--- config.mk ---
export PLATFORM = sky130hd
export DESIGN_NAME = button_conditioner
export DESIGN_NICKNAME = d
export VERILOG_FILES = /design/src/rtl/button_conditioner_pkg.sv /design/src/rtl/debounce_filter.sv /design/src/rtl/button_conditioner.sv
export SDC_FILE = /design/constraint.sdc
export NUM_CORES = 1
export LEC_CHECK = 0
export ABC_CLOCK_PERIOD_IN_PS = 3600
export CAP_MARGIN = 20
export CORE_MARGIN = 4
export CORE_UTILIZATION = 40
export DETAILED_ROUTE_END_ITERATION = 8
export SYNTH_ARGS = -nofsm -noshare
export SYNTH_HDL_FRONTEND = slang
export SYNTH_SLANG_ARGS = --single-unit
--- constraint.sdc ---
create_clock -name i_clock -period 3.6 [get_ports i_clock]
set_input_delay 0.9 -clock i_clock [delete_from_list [all_inputs] [get_ports i_clock]]
set_output_delay 0.9 -clock i_clock [all_outputs]
set_load 0.005 [all_outputs]
--- src/rtl/button_conditioner_pkg.sv ---
// Shared types and sizing helper for the push-button conditioner.
package button_conditioner_pkg;

  typedef enum logic [1:0] {
    IDLE   = 2'd0,
    DELAY  = 2'd1,
    REPEAT = 2'd2,
    HOLD   = 2'd3
  } btn_state_t;

  // Bits needed to count 0 .. max_val-1, never fewer than one.
  function automatic int cnt_width(input int max_val);
    return (max_val < 2) ? 1 : $clog2(max_val);
  endfunction

endpackage

--- src/rtl/debounce_filter.sv ---
// Polarity normalise, 2-flop synchronise and debounce one raw pad.
// o_accept is high in the cycle before o_stable flips.
module debounce_filter
  import button_conditioner_pkg::*;
#(
  parameter int ACTIVE_LOW      = 1,
  parameter int DEBOUNCE_CYCLES = 50_000
) (
  input  logic i_clock,
  input  logic i_reset,
  input  logic i_raw,
  output logic o_stable,
  output logic o_accept
);

  localparam int DB_W = cnt_width(DEBOUNCE_CYCLES);
  localparam logic [DB_W-1:0] DB_LAST = DB_W'(DEBOUNCE_CYCLES - 1);

  logic            pressed;
  logic            sync1;
  logic            sync2;
  logic [DB_W-1:0] db_cnt;

  assign pressed  = i_raw ^ (ACTIVE_LOW != 0);
  // Lets the top register its pulses on the same edge that moves o_stable.
  assign o_accept = (sync2 != o_stable) && (db_cnt == DB_LAST);

  always_ff @(posedge i_clock or posedge i_reset) begin
    if (i_reset) begin
      sync1    <= 1'b0;
      sync2    <= 1'b0;
      o_stable <= 1'b0;
      db_cnt   <= '0;
    end else begin
      sync1 <= pressed;
      sync2 <= sync1;
      if (sync2 == o_stable) begin
        db_cnt <= '0;
      end else if (db_cnt == DB_LAST) begin
        o_stable <= sync2;
        db_cnt   <= '0;
      end else begin
        db_cnt <= db_cnt + DB_W'(1);
      end
    end
  end

endmodule

--- src/rtl/button_conditioner.sv ---
// Debounced button with press/release pulses and an auto-repeat change stream.
// All outputs are flops; release beats a coincident repeat.
module button_conditioner
  import button_conditioner_pkg::*;
#(
  parameter int ACTIVE_LOW           = 1,
  parameter int DEBOUNCE_CYCLES      = 50_000,
  parameter int REPEAT_DELAY_CYCLES  = 25_000_000,
  parameter int REPEAT_PERIOD_CYCLES = 10_000_000
) (
  input  logic i_clock,
  input  logic i_reset,
  input  logic i_button,
  output logic o_level,
  output logic o_press,
  output logic o_release,
  output logic o_change
);

  localparam int RP_MAX = (REPEAT_DELAY_CYCLES > REPEAT_PERIOD_CYCLES) ?
                          REPEAT_DELAY_CYCLES : REPEAT_PERIOD_CYCLES;
  localparam int RP_W   = cnt_width(RP_MAX);
  localparam logic [RP_W-1:0] DLY_LAST =
    RP_W'((REPEAT_DELAY_CYCLES > 0) ? REPEAT_DELAY_CYCLES - 1 : 0);
  localparam logic [RP_W-1:0] PER_LAST =
    RP_W'((REPEAT_PERIOD_CYCLES > 0) ? REPEAT_PERIOD_CYCLES - 1 : 0);

  btn_state_t      state, state_n;
  logic [RP_W-1:0] rp_cnt, rp_cnt_n;
  logic            press_n, release_n, change_n;
  logic            accept, rise, fall;

  debounce_filter #(
    .ACTIVE_LOW      (ACTIVE_LOW),
    .DEBOUNCE_CYCLES (DEBOUNCE_CYCLES)
  ) u_filter (
    .i_clock  (i_clock),
    .i_reset  (i_reset),
    .i_raw    (i_button),
    .o_stable (o_level),
    .o_accept (accept)
  );

  assign rise = accept & ~o_level;
  assign fall = accept &  o_level;

  always_comb begin
    state_n   = state;
    rp_cnt_n  = rp_cnt;
    press_n   = 1'b0;
    release_n = 1'b0;
    change_n  = 1'b0;
    case (state)
      IDLE: begin
        if (rise) begin
          press_n  = 1'b1;
          change_n = 1'b1;
          rp_cnt_n = '0;
          state_n  = (REPEAT_DELAY_CYCLES == 0) ? HOLD : DELAY;
        end
      end
      DELAY: begin
        if (rp_cnt == DLY_LAST) begin
          change_n = 1'b1;
          rp_cnt_n = '0;
          state_n  = REPEAT;
        end else begin
          rp_cnt_n = rp_cnt + RP_W'(1);
        end
      end
      REPEAT: begin
        if (rp_cnt == PER_LAST) begin
          change_n = 1'b1;
          rp_cnt_n = '0;
        end else begin
          rp_cnt_n = rp_cnt + RP_W'(1);
        end
      end
      HOLD: ;
      default: state_n = IDLE;
    endcase
    // Applied last so a release overrides any repeat decided above.
    if (state != IDLE && fall) begin
      release_n = 1'b1;
      change_n  = 1'b0;
      rp_cnt_n  = '0;
      state_n   = IDLE;
    end
  end

  always_ff @(posedge i_clock or posedge i_reset) begin
    if (i_reset) begin
      state     <= IDLE;
      rp_cnt    <= '0;
      o_press   <= 1'b0;
      o_release <= 1'b0;
      o_change  <= 1'b0;
    end else begin
      state     <= state_n;
      rp_cnt    <= rp_cnt_n;
      o_press   <= press_n;
      o_release <= release_n;
      o_change  <= change_n;
    end
  end

endmodule

# Yosys cells after proc, flatten, opt, wreduce, memory -nomap -nowiden

Index checks and enable logic that the tools add are counted.

Latch bits: 0
Bits in read-only memories: 0
Memories kept: 0
Register bits: 49
Word-level logic and storage cells: 52
Input port bits: 3
Bits in writable memories: 0
Output and inout port bits: 4

Equal/unequal tests: 9
Add/subtract/negate cells: 2
Multipliers: 0
Shifts and indexed selects: 0
Divide/modulo/power cells: 0
Bitwise operators: 5
Muxes and demuxes: 18
Magnitude comparators: 0
Reduce and logical (&&, ||, !) cells: 9

Operators with widths:

| cell                    | count |
|---|---|
| $mux W25                | 4 |
| $pmux W25 S3            | 1 |
| $mux W16                | 2 |
| $add A25 B1 Y25 const B | 1 |
| $eq A25 B24 Y1 const B  | 1 |
| $eq A25 B25 Y1 const B  | 1 |
| $add A16 B1 Y16 const B | 1 |
| $eq A16 B16 Y1 const B  | 1 |
| $mux W1                 | 6 |
| $mux W2                 | 3 |
| $ne A3 B3 Y1 const B    | 2 |
| $pmux W2 S2             | 1 |
| $reduce_and A2 Y1       | 2 |
| $reduce_bool A4 Y1      | 1 |
| $not A1 Y1              | 3 |
| $pmux W1 S3             | 1 |
| $reduce_and A3 Y1       | 1 |
| $reduce_bool A3 Y1      | 1 |
| $and A1 B1 Y1           | 2 |
| $eq A2 B1 Y1 const B    | 1 |
| $eq A2 B2 Y1 const B    | 1 |
| $logic_and A1 B1 Y1     | 2 |
| $logic_not A2 Y1        | 1 |
| $reduce_bool A2 Y1      | 1 |
| other kinds (2)         | 2 |

# Longest topological paths before layout

Gate-level depths: netlist of the first run.

Word-level depth: 6
Gate-level depth with buffers: 9
Gate-level depth less buffers: 7

# Cells and area by module

From an unflattened synthesis of the first run, not the netlist that was laid out.

Cell total of the unflattened synthesis: 297
Area, all modules: 2,985.4 µm²

Modules (own cells, without submodules):

| module             | cells an instance | sequential area each (µm²) | area an instance (µm²) | instances |
|---|---|---|---|---|
| button_conditioner | 211               | 750.7                      | 2,011.9                | 1 |
| debounce_filter    | 86                | 475.5                      | 973.4                  | 1 |

# Least setup slack after synthesis of the first run

No wires, ideal clock.

Path kind: register -> register
From: reg state[0]
To: reg rp_cnt[19]
Data arrival time: 1,930 ps
Slack: 1,588 ps
Buffers on the path: 1
Library setup time: 82 ps
Data required time: 3,518 ps
Clock period less this slack: 2,012 ps
Cell stages (with the launch flop): 9
Path through: dfrtp_1 > inv_1 > ha_1 > nor2_1 > a21o_1 > a22o_1 > buf_6 > or4_4 > a22oi_2

Longest elaborated chain between the ends: 4
Elaborated cells between the ends (all ways): 10
Classes of those cells: eq/ne (3); mux (2); reduce/logical (5)

RTL lines:

| what                                                                | line                      | text |
|---|---|---|
| from (decl)                                                         | button_conditioner.sv:28  | `btn_state_t state, state_n;` |
| from (signal assigned)                                              | button_conditioner.sv:99  | `state <= state_n;` |
| $reduce_bool A2 Y1                                                  | button_conditioner.sv:83  | `if (state != IDLE && fall) begin` |
| $logic_and A1 B1 Y1                                                 | button_conditioner.sv:83  |  |
| $ne A3 B3 Y1 (no line) / $reduce_bool A4 Y1 (equally long branches) | n/a                       |  |
| $reduce_and A2 Y1 (no line)                                         | n/a                       |  |
| to (signal assigned)                                                | button_conditioner.sv:100 | `rp_cnt <= rp_cnt_n;` |
| to (decl)                                                           | button_conditioner.sv:29  | `logic [RP_W-1:0] rp_cnt, rp_cnt_n;` |

Several ways; a longest one is shown, not always the timed one.
A chain may end at the register's enable or synchronous reset.

# Worst setup path in the final report of the first run

From: reg u_filter.db_cnt[0]
To: reg rp_cnt[19]

Longest elaborated chain between the ends: 6
Elaborated cells between the ends (all ways): 9
Classes of those cells: eq/ne (2); mux (1); bitwise (2); reduce/logical (4)

RTL lines:

| what                                                                | line                     | text |
|---|---|---|
| from (decl)                                                         | debounce_filter.sv:22    | `logic [DB_W-1:0] db_cnt;` |
| from (signal assigned)                                              | debounce_filter.sv:43    | `db_cnt <= db_cnt + DB_W'(1);` |
| $eq A16 B16 Y1 (*)                                                  | debounce_filter.sv:26    | `assign o_accept = (sync2 != o_stable) && (db_cnt == DB_LAST);` |
| $logic_and A1 B1 Y1 (*)                                             | debounce_filter.sv:26    |  |
| $and A1 B1 Y1                                                       | button_conditioner.sv:45 | `assign fall = accept & o_level;` |
| $logic_and A1 B1 Y1                                                 | button_conditioner.sv:83 |  |
| $ne A3 B3 Y1 (no line) / $reduce_bool A4 Y1 (equally long branches) | n/a                      |  |
| $reduce_and A2 Y1 (no line)                                         | n/a                      |  |

Every way passes the cells marked *; elsewhere a longest branch is shown, timed or not.

==> results of run 1 <==
==> area by class of cell <==
type | count | area (um^2)
well taps | 96 | 120
flip-flops and latches | 49 | 1230
multi-input cells | 236 | 1570
clock inverters | 2 | 37.5
inverters | 10 | 37.5
fillers | 701 | 3770
clock buffers | 6 | 82.6
repair buffers | 12 | 105
==> routing by layer <==
layer  vias to the layer above  part of all wire (%)  global-route usage [%]
li1                       1185                     -                       -
met4                         0                   1.8                    5.86
met3                        11                   3.0                    2.65
met2                        42                    48                    27.9
met5                         -                     0                       0
met1                      1158                    47                    22.0
==> registers in the layout (all words and copies together) (netlist names) <==
| name | flops |
|---|---|
| state | 2 |
| o_change | 1 |
| u_filter.db_cnt | 16 |
| u_filter.sync2 | 1 |
| o_press | 1 |
| rp_cnt | 25 |
| o_release | 1 |
| u_filter.o_stable | 1 |
| u_filter.sync1 | 1 |
==> how the worst max path moves through the flow <==
stage	cells after the start	slack [ps]	to
floorplan	1	1530	o_change$_DFF_PP0_
global placement	6	1150	rp_cnt[5]$_DFFE_PP0P_
detailed placement	6	1070	rp_cnt[19]$_DFFE_PP0P_
CTS	6	1060	rp_cnt[19]$_DFFE_PP0P_
global route	6	870	rp_cnt[19]$_DFFE_PP0P_
finish	6	1090	rp_cnt[19]$_DFFE_PP0P_
==> logic make-up after synthesis <==
logic type                 share of synthesized area, %
adders and majority gates                          2.58
xor gates and xnor gates                           4.51
DFF                                                42.1
and+or+nand+nor                                    26.8
buffers and inverters                              4.34
muxes                                             0.387
AOI/OAI and AO/OA                                  19.3
==> cell usage after synthesis, drive strengths merged (2+ instances only) <==
cell | instances | area (um^2)
nor4 | 4 | 25.0
nand2 | 40 | 150
dfrtp | 49 | 1230
nor2 | 26 | 97.6
buf | 7 | 47.5
a22oi | 4 | 35.0
and3 | 8 | 50.1
o31a | 3 | 26.3
and4 | 6 | 52.6
or4 | 2 | 18.8
inv | 10 | 37.5
o211ai | 13 | 97.6
and4b | 3 | 30.0
nand3 | 19 | 95.1
o2111ai | 18 | 158
and2 | 3 | 18.8
o311ai | 7 | 61.3
nand4 | 10 | 77.6
o21a | 3 | 22.5
o21ai | 13 | 68.8
a21oi | 2 | 10.0
xor2 | 9 | 78.8
nor4b | 4 | 71.3
clkbuf | 11 | 41.3
ha | 6 | 75.1
nor3 | 9 | 45.0
a22o | 2 | 17.5
or3 | 4 | 25.0
xnor2 | 6 | 52.6
==> cells in the final DEF, fill, tap and decap left out, types with 2 or more instances in the layout <==
master / count
ha_1: 6
clkdlybuf4s50_1: 6
nor2_1: 26
o21a_1: 3
and4_1: 6
o211ai_1: 13
nand2_1: 40
inv_1: 9
o31a_1: 3
clkbuf_8: 6
dfrtp_1: 49
buf_4: 6
nor3_1: 9
a22oi_1: 3
a22o_1: 2
nand3_1: 19
a21oi_1: 2
nor4_1: 4
nand4_1: 9
and3_1: 8
o311ai_0: 7
and4b_1: 3
nor4b_4: 2
xor2_1: 9
and2_1: 3
o21ai_0: 12
xnor2_1: 6
o2111ai_1: 18
or3_1: 4
==> where the power goes <==
part	total, W	internal, W	leakage, nW	switching, W
clock network	0.000417	0.000226	0.0574	0.000191
registers	0.000557	0.000554	0.678	0.00000303
logic	0.0000237	0.00000675	0.504	0.0000169
==> through the flow <==
stage	instance area, um^2	setup slack [ps]	std cells	utilization, %	power [W]
after floorplan	2910	1530	313	-	0.000582
after global placement	3060	1150	403	44.0	0.000592
after detailed placement	3060	1070	403	44.0	0.000593
after CTS	3180	1060	411	45.7	0.00102
after global routing	3180	875	411	45.7	0.00103
final	3180	1090	411	45.7	0.000998
==> flow_metrics.tcl, run 1 <==
set metrics [dict create \
    status "finished clean" \
    drv_slew 0 \
    ys_warn_count 0 \
    synth_edf_count 0 \
    synthesis.area_mm2 0.00291 \
    rsz0062_at_grt "false" \
    avgSynthCellArea_um2 9.31 \
    seq_area_frac_synth_pct 42.1 \
    syn_to_final_growth_pct 9.02 \
    cts_tree "built" \
    numCtsBuffers 5 \
    htree_levels 2 \
    async_flop_share_pct 100 \
    routed_wirelength_mm 6.73 \
    critPathArrivalTime_ps 2740 \
    syn-num-nets 322 \
    fmax_mhz 399 \
    ir_drop_mv 0.220 \
    rows 30 \
    max_stage_delay_ps 650 \
    antenna_found_initial 0 \
    ys_types 48 \
    min_period_over_period_pct 69.7 \
    postCtsSetupRepairBufs 0 \
    dieArea_mm2 0.00871 \
    drive_gt1_share_pct 7.62 \
    reg2reg_depth 6 \
    slew_headroom_pct 34.3 \
    dp_hpwl_mm 4.61 \
    core_mm2 0.00694 \
    gp_congestion 0.791 \
    n_antenna_cell 0 \
    grt_pass1_vias 2430 \
    min_from "u_filter.sync1$_DFF_PP0_" \
    r2r_end "rp_cnt[19]$_DFFE_PP0P_" \
    crit_family "simple AND/OR/NAND/NOR gates" \
    drt_first_pass_iters 4 \
    min_to "u_filter.sync2$_DFF_PP0_" \
    hold_depth 0 \
    reg2reg_from "u_filter.db_cnt[0]$_DFF_PP0_" \
    num_io_pins 7 \
    final_hold_viol_count 0 \
    required_ps 3830 \
    via_count 2396 \
    critPathCaptureType "flop" \
    maxCapViolCount 0 \
    power.density_mw_per_mm2 314 \
    setup_violations 0 \
    syn_inst 313 \
    crit_fanout 27 \
    fin_nets 323 \
    drc_errors 0 \
    insertion_delay_ps 300 \
    cts.clk_slew.worst_paths_ps 90 \
    grt_util_all_layers_pct 16.7 \
    cp-startpoint "u_filter.db_cnt[0]$_DFF_PP0_" \
    overflow 0 \
    wire_per_inst_um 16.4 \
    cts_resized 0 \
    viasPerCell 5.83 \
    finalCriticalPeriod_ps 2510 \
    clockRootBuffer "clkbuf_8" \
    clockBufferDepth 2 \
    min_path_type "reg2reg" \
    cts_hold_buf 0 \
    tightest_slew_ps 986 \
    crit_path_top_delay_cell "or4_4" \
    grt_pass1_wl_mm 11.7 \
    dr.first_iter.drc_count 203 \
    io_buffers 6 \
    ys.flop_type "dfrtp_1" \
    grt_max_degree 28 \
    leakage_nw 1.24 \
    skew_ps 4.25 \
    crit_buf_inv 0 \
    start_util_pct 41.9 \
    start_kind "flop" \
    path_class "reg2reg" \
    hold_slack_ps 362 \
    cts.sinks 49 \
    fp.dieH_um 93.3 \
    tns_ps 0 \
    crit_chain "ha_1, and3_1, nand4_4, a22o_1, or4_4, a22oi_2" \
    die_x_um 93.3 \
    ant_nets 0 \
    synth-seq-cells 49 \
    r2r_setup_slack_ps 1090 \
]
(Power assumes the default switching activity.)
==> run 2: changes to the inputs <==
- ABC_CLOCK_PERIOD_IN_PS: 3600 -> 2500
- clock period: 3.6 -> 2.5 ns (I/O delays scaled with it)
==> flow_metrics.tcl, run 2 (synthesized netlist as in run 1, its figures left out) <==
set metrics [dict create \
    clockRootBuffer "clkbuf_8" \
    largest_register_ffs 25 \
    leakage_nw 1.30 \
    ant_nets 0 \
    fmax_mhz 450 \
    max_stage_delay_ps 470 \
    core_mm2 0.00694 \
    min_from "u_filter.sync1$_DFF_PP0_" \
    reg2reg_from "rp_cnt[9]$_DFFE_PP0P_" \
    antenna_found_initial 0 \
    required_ps 2660 \
    fillers 665 \
    overflow 0 \
    layout.cells.most_common "dfrtp_1" \
    critPathCaptureType "flop" \
    critPathArrivalTime_ps 2380 \
    htree_levels 2 \
    n_antenna_cell 0 \
    drc_errors 0 \
    cts_tree "built" \
    routed_wirelength_mm 6.76 \
    drv_slew 0 \
    drive_gt1_share_pct 11.6 \
    die_x_um 93.3 \
    start_util_pct 41.9 \
    crit_fanout 10 \
    tightest_slew_ps 655 \
    finalCriticalPeriod_ps 2220 \
    cts.clk_slew.worst_paths_ps 90 \
    wire_per_inst_um 16.0 \
    crit_chain "or3_1, nor4_2, a31oi_4, buf_4, o2111ai_1, o311ai_0" \
    grt_util_all_layers_pct 16.9 \
    setup_slack_ps 275 \
    dp_hpwl_mm 4.81 \
    gp_congestion 0.845 \
    path_class "reg2reg" \
    rows 30 \
    numCtsBuffers 5 \
    ir_drop_mv 0.257 \
    cts_hold_buf 0 \
    skew_ps 8.68 \
    dieArea_mm2 0.00871 \
    setup_violations 0 \
    grt_pass1_wl_mm 11.8 \
    viasPerCell 5.75 \
    via_count 2433 \
    pre_cts_ws_ps 69.3 \
    hold_depth 0 \
    top_regs "rp_cnt: 25 flops, u_filter.db_cnt: 16 flops, state: 2 flops" \
    fin_nets 335 \
    num_io_pins 7 \
    reg2reg_depth 6 \
    crit_path_top_delay_cell "dfrtp_1" \
    grt_max_degree 33 \
    power.density_mw_per_mm2 435 \
    status "finished clean" \
    drt_first_pass_iters 4 \
    insertion_delay_ps 300 \
    io_buffers 6 \
    clockBufferDepth 2 \
    cp-startpoint "rp_cnt[9]$_DFFE_PP0P_" \
    syn_to_final_growth_pct 13.1 \
    fp.dieH_um 93.3 \
    tns_ps 0 \
    min_period_over_period_pct 89.0 \
    start_kind "flop" \
    min_path_type "reg2reg" \
    final_hold_viol_count 0 \
    postCtsSetupRepairBufs 0 \
    grt_pass1_vias 2350 \
    slew_headroom_pct 55.9 \
    rsz0062_at_grt "false" \
    maxCapViolCount 0 \
    layout_common_cells "dfrtp_1 (49), nand2_1 (40), nor2_1 (26)" \
    cts.sinks 49 \
    largest_register "rp_cnt" \
    dr.first_iter.drc_count 174 \
]
run 2: path summary, 6_finish.rpt:
path	to	slack, ps
max in group asynchronous	rp_cnt[22]$_DFFE_PP0P_	1370
worst min-delay path	u_filter.sync2$_DFF_PP0_	360
worst max register to register	rp_cnt[16]$_DFFE_PP0P_	280
worst max-delay path	rp_cnt[16]$_DFFE_PP0P_	280
worst min register to register	u_filter.sync2$_DFF_PP0_	360
min in group asynchronous	rp_cnt[11]$_DFFE_PP0P_	630
run 2: worst max-delay path, delay by kind of cell, from the launching register on:
kind | cells | cell delay (ps)
and+or+nand+nor | 2 | 780
AOI/OAI and AO/OA | 3 | 580
buffers and inverters | 1 | 240
DFF | 1 | 470
run 2: through the flow:
stage | util (%) | std cells | power (W) | instance area [um^2] | hold WS, ps
after floorplan | - | 313 | 0.000839 | 2910 | 331
after global placement | 45.5 | 415 | 0.000854 | 3160 | 335
after detailed placement | 45.5 | 415 | 0.000855 | 3160 | 340
after CTS | 47.2 | 423 | 0.00146 | 3280 | 363
after global routing | 47.4 | 423 | 0.00150 | 3290 | 374
final | 47.4 | 423 | 0.00143 | 3290 | 359
run 2: where the power goes:
part / switching (W) / internal (W) / leakage, nW
sequential: 0.00000400 / 0.000797 / 0.678
clock: 0.000270 / 0.000326 / 0.0574
combinational: 0.0000242 / 0.0000108 / 0.565
run 2: area by class of cell:
cell class / count / area (um^2) / area share [%]
Clock buffer: 6 / 82.6 / 2.51
Clock inverter: 2 / 37.5 / 1.14
Inverter: 10 / 37.5 / 1.14
Multi-Input combinational cell: 236 / 1580 / 48.0
Sequential cell: 49 / 1230 / 37.2
Tap cell: 96 / 120 / 3.65
Timing Repair Buffer: 24 / 208 / 6.30
run 2: timing repair:
| item | 4_1_cts | 5_1_grt |
|---|---|---|
| endpoints found under the setup margin | 0 | 18 |
| endpoints found under the hold margin | 0 | 0 |
| resized for setup | 0 | 3 |
run 2: layer usage:
layer | GRT usage [%] | vias up | part of all wire (%)
li1 | - | 1214 | -
met1 | 24.6 | 1183 | 50
met2 | 25.7 | 31 | 47
met3 | 2.65 | 5 | 2.6
met4 | 5.01 | 0 | 0.84
met5 | 0 | - | 0
